## src/rtl/lfsr_pkg.sv

```systemverilog
// Shared LFSR definitions for the PRBS generator and checker.
// Latency: n/a (types, constants and a pure function only).
// Backpressure: n/a.
package lfsr_pkg;

    // x^8 + x^6 + x^5 + x^4 + 1
    localparam logic [7:0] DEFAULT_TAPS = 8'hB8;

    typedef enum logic [1:0] {
        SEED,
        HUNT,
        LOCKED
    } chk_state_t;

    // Next bit predicted by a Fibonacci LFSR: parity of the tapped state bits.
    function automatic logic lfsr_pred(input logic [7:0] state, input logic [7:0] taps);
        return ^(state & taps);
    endfunction

endpackage

```

## src/rtl/lfsr.sv

```systemverilog
// Tap register plus one-step Fibonacci LFSR advance (predicted bit enters at bit 0).
// Latency: out is combinational from in; a tap write takes effect one cycle after tapEn.
// Backpressure: none; the caller decides when out is consumed.
module lfsr
    import lfsr_pkg::*;
(
    input  logic       clock,
    input  logic       reset_n,
    input  logic [7:0] tapIn,
    input  logic       tapEn,
    input  logic [7:0] in,
    output logic [7:0] out
);

    logic [7:0] taps_q;

    // Tap mask register, loaded whenever tapEn is asserted.
    always_ff @(posedge clock or negedge reset_n) begin
        if (!reset_n) begin
            taps_q <= DEFAULT_TAPS;
        end else if (tapEn) begin
            taps_q <= tapIn;
        end
    end

    // One LFSR step: shift left, the predicted bit becomes the newest bit.
    always_comb begin
        out = {in[6:0], lfsr_pred(in, taps_q)};
    end

endmodule

```

## config.mk

```make
export PLATFORM = sky130hd
export DESIGN_NAME = lfsr
export DESIGN_NICKNAME = d
export VERILOG_FILES = /design/src/rtl/lfsr_pkg.sv /design/src/rtl/lfsr.sv
export SDC_FILE = /design/constraint.sdc
export NUM_CORES = 1
export LEC_CHECK = 0
export ABC_AREA = 1
export BUFFER_PORTS_ARGS = -buffer_cell sky130_fd_sc_hd__buf_4
export CAP_MARGIN = 30
export CORE_AREA = 2 2 39 41
export CTS_BUF_LIST = sky130_fd_sc_hd__clkbuf_2
export CTS_CLUSTER_DIAMETER = 100
export DETAILED_ROUTE_END_ITERATION = 6
export DIE_AREA = 0 0 41 43
export GPL_ROUTABILITY_DRIVEN = 0
export PLACE_DENSITY = 0.71
export SYNTH_ARGS = -nofsm -noshare
export SYNTH_HDL_FRONTEND = slang
export SYNTH_SLANG_ARGS = --single-unit
```

## constraint.sdc

```tcl
create_clock -name clock -period 1.8 [get_ports clock]
set_clock_uncertainty 0.1 [all_clocks]
set_input_delay 0.18 -clock clock [delete_from_list [all_inputs] [get_ports clock]]
set_output_delay 0.18 -clock clock [all_outputs]
set_load 0.01 [all_outputs]
```

==> results of run 1 <==
==> repair_timing <==
item,4_1_cts,5_1_grt
endpoints found under the hold margin,8,0
setup endpoints to repair,0,0
hold buffers,1,0
==> power breakdown <==
group          leakage (nW)  switching (W)  internal (W)
Sequential           0.0888      0.0000116      0.000205
Clock                0.0166      0.0000590     0.0000590
Combinational         0.279      0.0000666     0.0000830
Total                 0.384       0.000137      0.000347
==> cells by family (layout without fill, tap and decap cells) <==
family / after synthesis / after routing / synth area share, %
simple gates: 34 / 34 / 28.4
buf+inv: 14 / 37 / 15.3
mux: 8 / 8 / 17.2
flops: 8 / 8 / 39.1
==> cell usage after synthesis (all sizes together) <==
library cell / instances / area share [%]
inv: 6 / 4.3
dfrtp: 4 / 19
nor2: 2 / 1.9
mux2: 8 / 17
nand2: 25 / 20
nand3: 7 / 6.7
dfstp: 4 / 20
buf: 8 / 11
==> routing by layer <==
| layer | vias up | global-route usage [%] | wire length [µm] |
|---|---|---|---|
| met4 | 0 | 8.00 | 0 |
| met3 | 0 | 3.14 | 62 |
| met2 | 12 | 19.1 | 485 |
| met5 | - | 0 | 0 |
| li1 | 239 | - | - |
| met1 | 204 | 13.7 | 352 |
==> through the flow <==
stage | instances | power (W) | setup slack (ps) | cell area (µm²) | utilization (%)
final | 103 | 0.000484 | 160 | 712 | 51.4
after global placement | 98 | 0.000366 | 406 | 682 | 49.3
after global routing | 103 | 0.000526 | 29.3 | 712 | 51.4
after detailed placement | 98 | 0.000370 | 394 | 682 | 49.3
after CTS | 103 | 0.000499 | 119 | 712 | 51.4
after floorplan | 64 | 0.000313 | 525 | 524 | -
==> cell type report <==
class,instances,area share [%]
repair buffers,27,28.8
well taps,16,2.81
flip-flops and latches,8,28.8
inverters,6,3.16
clock buffers,4,2.81
multi-input cells,42,33.6
==> worst paths after layout <==
kind,endpoint,slack [ps],cells past startpoint
min in group asynchronous,taps_q[0],180,2
worst max-delay path,out[0],160,10
worst min register to register,taps_q[0],440,1
max in group asynchronous,taps_q[5],1190,2
worst min-delay path,taps_q[2],70,2
worst max register to register,taps_q[6],940,1
==> impl_results.md, run 1 <==
- Status: finished clean
- Final slew viol count: 0
- Most frequent cells in the layout: buf_4 (26), nand2_1 (21), mux2_2 (8), nand3_1 (7), inv_1 (5)
- Critical Path AT: around 1400 ps
- Leakage power: 0.384 nW
- Pre-antenna DRT Iters: 4
- Fmax: 610 MHz
- Post-Syn Nets: 83
- Share of post-route cells with drive strength above 1: 55.2%
- Critical path, cell by cell: nand2_1 -> inv_1 -> nand2_1 -> nand2_2 -> inv_1 -> nand2_1 -> nand2_1 -> nand2_1 -> nand2_1 -> buf_4
- CTS buffer count: 3
- Die H: ~43 µm
- Crit-path max FO: 3
- Vias: 455
- Floorplan row count: 14
- Grt total ovfl: 0
- Worst Setup End Kind: output port
- Synth Cell Area: 524 µm²
- Vias in the first global route: 378
- Commonest non-fill, non-tap cell in the layout: buf_4
- Initial antenna violation count: 0
- Post-Syn Instances: 64
- Avg Inst Size Synth: 8.19 µm²
- Crit path required time: around 1500 ps
- # setup viols final: 0
- Fin crit share: 91.1%
- Setup Buffers After CTS: 0
- DRC Markers: 0
- Setup TNS: 0 ps
- Final Hold Fails: 0
- Ant. Diodes: 0
- Ports: 27
- Register area: ~200 µm²
- Clock root cell: clkbuf_2
- Clock Tree Buf Depth: 2
- Slowest stage cell, crit path: dfstp_2
- Sequential cell area fraction in the yosys report: between 30% and 40%
- Clock-pin transition on the worst setup and hold timing paths: 80 ps
- Most common cell on crit path: nand2_1
- Core Footprint: between 1000 and 1500 µm²
- Die width: slightly above 40 µm
- Post-route antenna net violation count: 0
- Max FFs per register: 8
- Hold crit path type: input pin to flip-flop
- # clock sinks: 8
- First-pass GRT wire length: ~1400 µm
- Hold Slack: 71.1 ps
- Pin count of the biggest net entering global routing: 9
- Biggest regs: taps_q (8)
- Slew HR: 92.8%
- Layout Nets: 107
- Synthesis Warnings: 0
- Worst flop-to-flop path startpoint: taps_q[6]
- Min Tclk post-route: 1640 ps
- Die Area: 1760 µm²
- CTS tree: yes
- Area occupied by multi-input gates: 239 µm²
- Routed wire length: 900 µm
- Aggregate global-route resource usage: 12.2%
- Top reg by flops: taps_q
- Fillers: 136
- Initial detailed-routing violation count: 3
- P&R area growth vs syn: 35.8%
- Critical Path Start: taps_q[5]
- Number of vias per cell: between 4 and 5
- IO Port Bufs: 26
- Clk_lat worst skew: 240 ps
- Post-CTS Resized: 0
- Crit path max-delay family: flip-flops
- Crit Path Class: flip-flop to output port
- Initial core utilization: 37.9%
- Type of origin of the critical path: flip-flop
- CTS H-Tree Depth: 1
- WP buf/inv: 3
- Avg WL per Cell: 8.74 µm
- CP max stage delay: 530 ps
- Distinct cells, synth: 12
- Pwr Density: 680 nW/µm²
- RSZ-0062 raised after global routing: no
- # Max-Cap Violations: 0
- Yosys reg bits: 8
- Peak VDD IR: 0.388 mV
- Hold Path Origin: tapIn[2]
- Dpl hpwl: 749 µm
- Worst slew pin tran: around 110 ps
Power figures use the tool's default switching activity.
==> inputs of run 2 (changes only) <==
--- a/config.mk
+++ b/config.mk
@@ -15,6 +15,7 @@
 export DIE_AREA = 0 0 41 43
 export GPL_ROUTABILITY_DRIVEN = 0
 export PLACE_DENSITY = 0.71
+export RECOVER_POWER = 50
 export SYNTH_ARGS = -nofsm -noshare
 export SYNTH_HDL_FRONTEND = slang
 export SYNTH_SLANG_ARGS = --single-unit
==> impl_results.md, run 2 (synthesis gave the netlist of run 1 again) <==
- Status: finished clean
- Min Tclk post-route: 1640 ps (-0.486 ps)
- Top reg by flops: taps_q
- Vias: 453 (-0.44%)
- Peak VDD IR: 0.387 mV (-0.20%)
- Ports: 27 (unchanged)
- Type of origin of the critical path: flip-flop
- Routed wire length: 900 µm (unchanged)
- Setup TNS: 0 ps (unchanged)
- Clock root cell: clkbuf_2
- CTS H-Tree Depth: 1 (unchanged)
- M1 WL: 354 µm (+0.57%)
- Die Area: 1760 µm² (unchanged)
- Leakage power: 0.366 nW (-4.7%)
- Hold crit path type: input pin to flip-flop
- Worst Setup End Kind: output port
- R2R Setup Slk: 940 ps (about the same)
- Aggregate global-route resource usage: 12.2% (unchanged)
- Number of vias per cell: 4.40 (-0.44%)
- Critical Path AT: 1360 ps (about the same)
- Clock Tree Buf Depth: 2 (unchanged)
- Dpl hpwl: 749 µm (unchanged)
- Pwr Total: 0.000479 W (-1.0%)
- Crit path required time: 1520 ps (about the same)
- Grt total ovfl: 0 (unchanged)
- Slowest stage cell, crit path: dfstp_2
- Max layer used: met3
- Clock-pin transition on the worst setup and hold timing paths: 80 ps (about the same)
- Initial antenna violation count: 0 (unchanged)
- Max FFs per register: 8 (unchanged)
- Critical path, cell by cell: nand2_1 -> inv_1 -> nand2_1 -> nand2_2 -> inv_1 -> nand2_1 -> nand2_1 -> nand2_1 -> nand2_1 -> buf_4
- WL met2: 482 µm (-0.62%)
- Worst slew pin tran: 421 ps (+313 ps)
- Share of post-route cells with drive strength above 1: 49.4% (-5.7 points)
- Core Footprint: 1380 µm² (unchanged)
- Setup Buffers After CTS: 0 (unchanged)
- CTS tree: yes
- Ant. Diodes: 0 (unchanged)
- Worst flop-to-flop path startpoint: taps_q[6]
- Most frequent cells in the layout: nand2_1 (21), buf_4 (21), mux2_2 (8), nand3_1 (7)
- Floorplan row count: 14 (unchanged)
- Post-route antenna net violation count: 0 (unchanged)
- Die width: 41 µm (unchanged)
- Fmax: 610 MHz (about the same)
- Avg WL per Cell: 8.74 µm (unchanged)
- Crit Path Class: flip-flop to output port
- Post-CTS Resized: 0 (unchanged)
- Layout Nets: 107 (unchanged)
- R2R depth: 1 (unchanged)
- Pwr Density: 691 nW/µm² (+1.7%)
- Final Hold Fails: 0 (unchanged)
- # clock sinks: 8 (unchanged)
- CP max stage delay: 530 ps (about the same)
- First-pass GRT wire length: 1410 µm (unchanged)
- Pin count of the biggest net entering global routing: 9 (unchanged)
- CTS buffer count: 3 (unchanged)
- Final slew viol count: 0 (unchanged)
- Initial core utilization: 37.9% (unchanged)
- DRC Markers: 0 (unchanged)
- Biggest regs: taps_q (8)
- WHS Endpoint: taps_q[2]
- Capture point of the worst reg-to-reg path: taps_q[6]
- Fin crit share: 91.1% (about the same)
- Clk_lat worst skew: 240 ps (about the same)
- # Max-Cap Violations: 0 (unchanged)
- Most common cell on crit path: nand2_1
- Slew HR: 71.9% (-21 points)
- RSZ-0062 raised after global routing: no
- Met3 Wirelength: 63 µm (+1.6%)
- Pre-antenna DRT Iters: 4 (unchanged)
- Vias in the first global route: 378 (unchanged)
- Initial detailed-routing violation count: 3 (unchanged)
- # setup viols final: 0 (unchanged)
- WP buf/inv: 3 (unchanged)
- IO Port Bufs: 26 (unchanged)
- Crit path max-delay family: flip-flops
- P&R area growth vs syn: 32.2%
- Crit-path max FO: 3 (unchanged)
- Die H: 43 µm (unchanged)
- Hold Path Origin: tapIn[2]
- Hold Path Depth: 2 (unchanged)
## run 2: per-stage QoR
stage / utilization [%] / worst slack [ps] / instances / hold slack [ps] / area, µm²
floorplan: - / 525 / 64 / -216 / 524
global placement: 49.3 / 406 / 98 / -101 / 682
detailed placement: 49.3 / 394 / 98 / -97.6 / 682
CTS: 51.4 / 119 / 103 / 46.5 / 712
global route: 50.1 / 29.3 / 103 / 35.3 / 693
finish: 50.1 / 161 / 103 / 71.4 / 693
## run 2: cell type report
cell class                      count  area (µm²)
Tap cell                           16        20.0
Inverter                            6        22.5
Sequential cell                     8         205
Clock buffer                        4        20.0
Fill cell                         141         691
Timing Repair Buffer               27         186
Multi-Input combinational cell     42         239
## run 2: how the worst max path moves through the flow
stage / slack, ps / cells past startpoint / endpoint / start
floorplan: 530 / 8 / out[0] / taps_q[5]
global placement: 410 / 10 / out[0] / taps_q[5]
detailed placement: 390 / 10 / out[0] / taps_q[5]
CTS: 120 / 9 / out[0] / taps_q[3]
global route: 30 / 9 / out[0] / taps_q[3]
finish: 160 / 10 / out[0] / taps_q[5]
## run 2: power by group
group          total (W)  internal, W  switching, W
clock           0.000118    0.0000590     0.0000588
sequential      0.000216     0.000205     0.0000116
combinational   0.000145    0.0000783     0.0000665
## run 2: routing by layer
metal	up-vias	track usage, %
met5	-	0
met4	0	8.00
met3	0	3.14
met2	12	19.1
met1	202	13.7
li1	239	-
## run 2: what timing repair did
| action | 4_1_cts | 5_1_grt |
|---|---|---|
| endpoints found under the setup margin | 0 | 0 |
| endpoints found under the hold margin | 8 | 0 |
| hold buffers | 1 | 0 |
==> inputs of run 3 (changes only) <==
--- a/config.mk
+++ b/config.mk
@@ -6,6 +6,7 @@
 export NUM_CORES = 1
 export LEC_CHECK = 0
 export ABC_AREA = 1
+export ABC_CLOCK_PERIOD_IN_PS = 1800
 export BUFFER_PORTS_ARGS = -buffer_cell sky130_fd_sc_hd__buf_4
 export CAP_MARGIN = 30
 export CORE_AREA = 2 2 39 41
@@ -15,7 +16,7 @@
 export DIE_AREA = 0 0 41 43
 export GPL_ROUTABILITY_DRIVEN = 0
 export PLACE_DENSITY = 0.71
-export RECOVER_POWER = 50
+export RECOVER_POWER = 25
 export SYNTH_ARGS = -nofsm -noshare
 export SYNTH_HDL_FRONTEND = slang
 export SYNTH_SLANG_ARGS = --single-unit
==> impl_results.md, run 3 (synthesis gave the netlist of run 1 again) <==
- Slowest stage cell, crit path: dfstp_2
- # Max-Cap Violations: 0 (unchanged)
- # placed instances: 98 (unchanged)
- Number of vias per cell: 4.42 (+0.44%)
- CTS H-Tree Depth: 1 (unchanged)
- Initial antenna violation count: 0 (unchanged)
- Fmax: 610 MHz (about the same)
- Type of origin of the critical path: flip-flop
- RSZ-0062 raised after global routing: no
- IO Port Bufs: 26 (unchanged)
- Setup Buffers After CTS: 0 (unchanged)
- Top reg by flops: taps_q
- Status: finished clean
- Final slew viol count: 0 (unchanged)
- Critical Path Start: taps_q[5]
- # setup viols final: 0 (unchanged)
- Ant. Diodes: 0 (unchanged)
- Crit-path max FO: 3 (unchanged)
- P&R area growth vs syn: 35.1%
- Pwr Total: 0.000483 W (+0.83%)
- First-pass GRT wire length: 1410 µm (unchanged)
- Peak VDD IR: 0.388 mV (+0.20%)
- Biggest regs: taps_q (8)
- Vias in the first global route: 378 (unchanged)
- Critical path, cell by cell: nand2_1 -> inv_1 -> nand2_1 -> nand2_2 -> inv_1 -> nand2_1 -> nand2_1 -> nand2_1 -> nand2_1 -> buf_4
- Die Area: 1760 µm² (unchanged)
- Clk_lat worst skew: 240 ps (about the same)
- Hold Path Depth: 2 (unchanged)
- Ports: 27 (unchanged)
- # hold bufs at CTS: 1 (unchanged)
- Dpl hpwl: 749 µm (unchanged)
- Initial detailed-routing violation count: 3 (unchanged)
- Initial core utilization: 37.9% (unchanged)
- CP max stage delay: 530 ps (about the same)
- Crit path max-delay family: flip-flops
- Hold crit path type: input pin to flip-flop
- DRC Markers: 0 (unchanged)
- Post-route antenna net violation count: 0 (unchanged)
- Core Footprint: 1380 µm² (unchanged)
- Crit path required time: 1520 ps (about the same)
- Worst slew pin tran: 421 ps (-0.486 ps)
- Layout Nets: 107 (unchanged)
- Finished Layout Cells: 103 (unchanged)
- Pin count of the biggest net entering global routing: 9 (unchanged)
- Final Hold Fails: 0 (unchanged)
- Clock Tree Buf Depth: 2 (unchanged)
- Hold Path Origin: tapIn[2]
- Fin crit share: 91.1% (about the same)
- Min Tclk post-route: 1640 ps (+0.499 ps)
- Final core occ: 51.2% (+1.1 points)
- Clock root cell: clkbuf_2
- R2R depth: 1 (unchanged)
- Worst flop-to-flop path startpoint: taps_q[6]
- Max FFs per register: 8 (unchanged)
- Post-CTS Resized: 0 (unchanged)
- Slew HR: 71.9% (about the same)
- Grt total ovfl: 0 (unchanged)
- Pwr Density: 682 nW/µm² (-1.3%)
- WP buf/inv: 3 (unchanged)
- Leakage power: 0.381 nW (+4.0%)
- Commonest non-fill, non-tap cell in the layout: buf_4
- Share of post-route cells with drive strength above 1: 54.0% (+4.6 points)
- Aggregate global-route resource usage: 12.2% (unchanged)
- Most frequent cells in the layout: buf_4 (25), nand2_1 (21), mux2_2 (8), nand3_1 (7), inv_1 (5)
- Floorplan row count: 14 (unchanged)
- Pre-antenna DRT Iters: 4 (unchanged)
- CTS buffer count: 3 (unchanged)
- Die H: 43 µm (unchanged)
- Most common cell on crit path: nand2_1
- Cell depth of the worst setup path: 10 (unchanged)
- Clock-pin transition on the worst setup and hold timing paths: 80 ps (about the same)
- CTS tree: yes
- Avg WL per Cell: 8.74 µm (unchanged)
- Setup TNS: 0 ps (unchanged)
- # clock sinks: 8 (unchanged)
- Crit Path Class: flip-flop to output port
- Worst Setup End Kind: output port
- Routed wire length: 900 µm (unchanged)
- Die width: 41 µm (unchanged)
- Vias: 455 (+0.44%)
- Critical Path AT: 1360 ps (about the same)
## run 3: cell types whose count changed in the layout (fill, tap and decap cells not counted), sizes merged
cell	before	now
buf	21	25
clkbuf	9	5
## run 3: worst paths after layout
check	endpoint	slack, ps
worst max-delay path	out[0]	160
worst min-delay path	taps_q[2]	70
worst max register to register	taps_q[6]	940
worst min register to register	taps_q[0]	440
max in group asynchronous	taps_q[5]	980
min in group asynchronous	taps_q[0]	270
## run 3: layout make-up
type	count	area [µm²]
Clock buffer	4	20.0
Fill cell	137	676
Inverter	6	22.5
Multi-Input combinational cell	42	239
Sequential cell	8	205
Tap cell	16	20.0
Timing Repair Buffer	27	201
## run 3: power by group
part,internal (W),switching (W)
clock,0.0000590,0.0000590
sequential,0.000205,0.0000116
combinational,0.0000820,0.0000666
total,0.000346,0.000137
## run 3: metal layers
| layer | vias up | part of all wire, % | global-route usage [%] |
|---|---|---|---|
| li1 | 239 | - | - |
| met1 | 204 | 39 | 13.7 |
| met2 | 12 | 54 | 19.1 |
| met3 | 0 | 6.9 | 3.14 |
| met4 | 0 | 0 | 8.00 |
| met5 | - | 0 | 0 |
## run 3: metrics by stage
stage               worst slack [ps]  instance area [µm²]  hold WS (ps)
floorplan                        525                  524          -216
global placement                 406                  682          -101
detailed placement               394                  682         -97.6
CTS                              119                  712          46.5
global route                    29.3                  708          35.3
finish                           160                  708          71.1
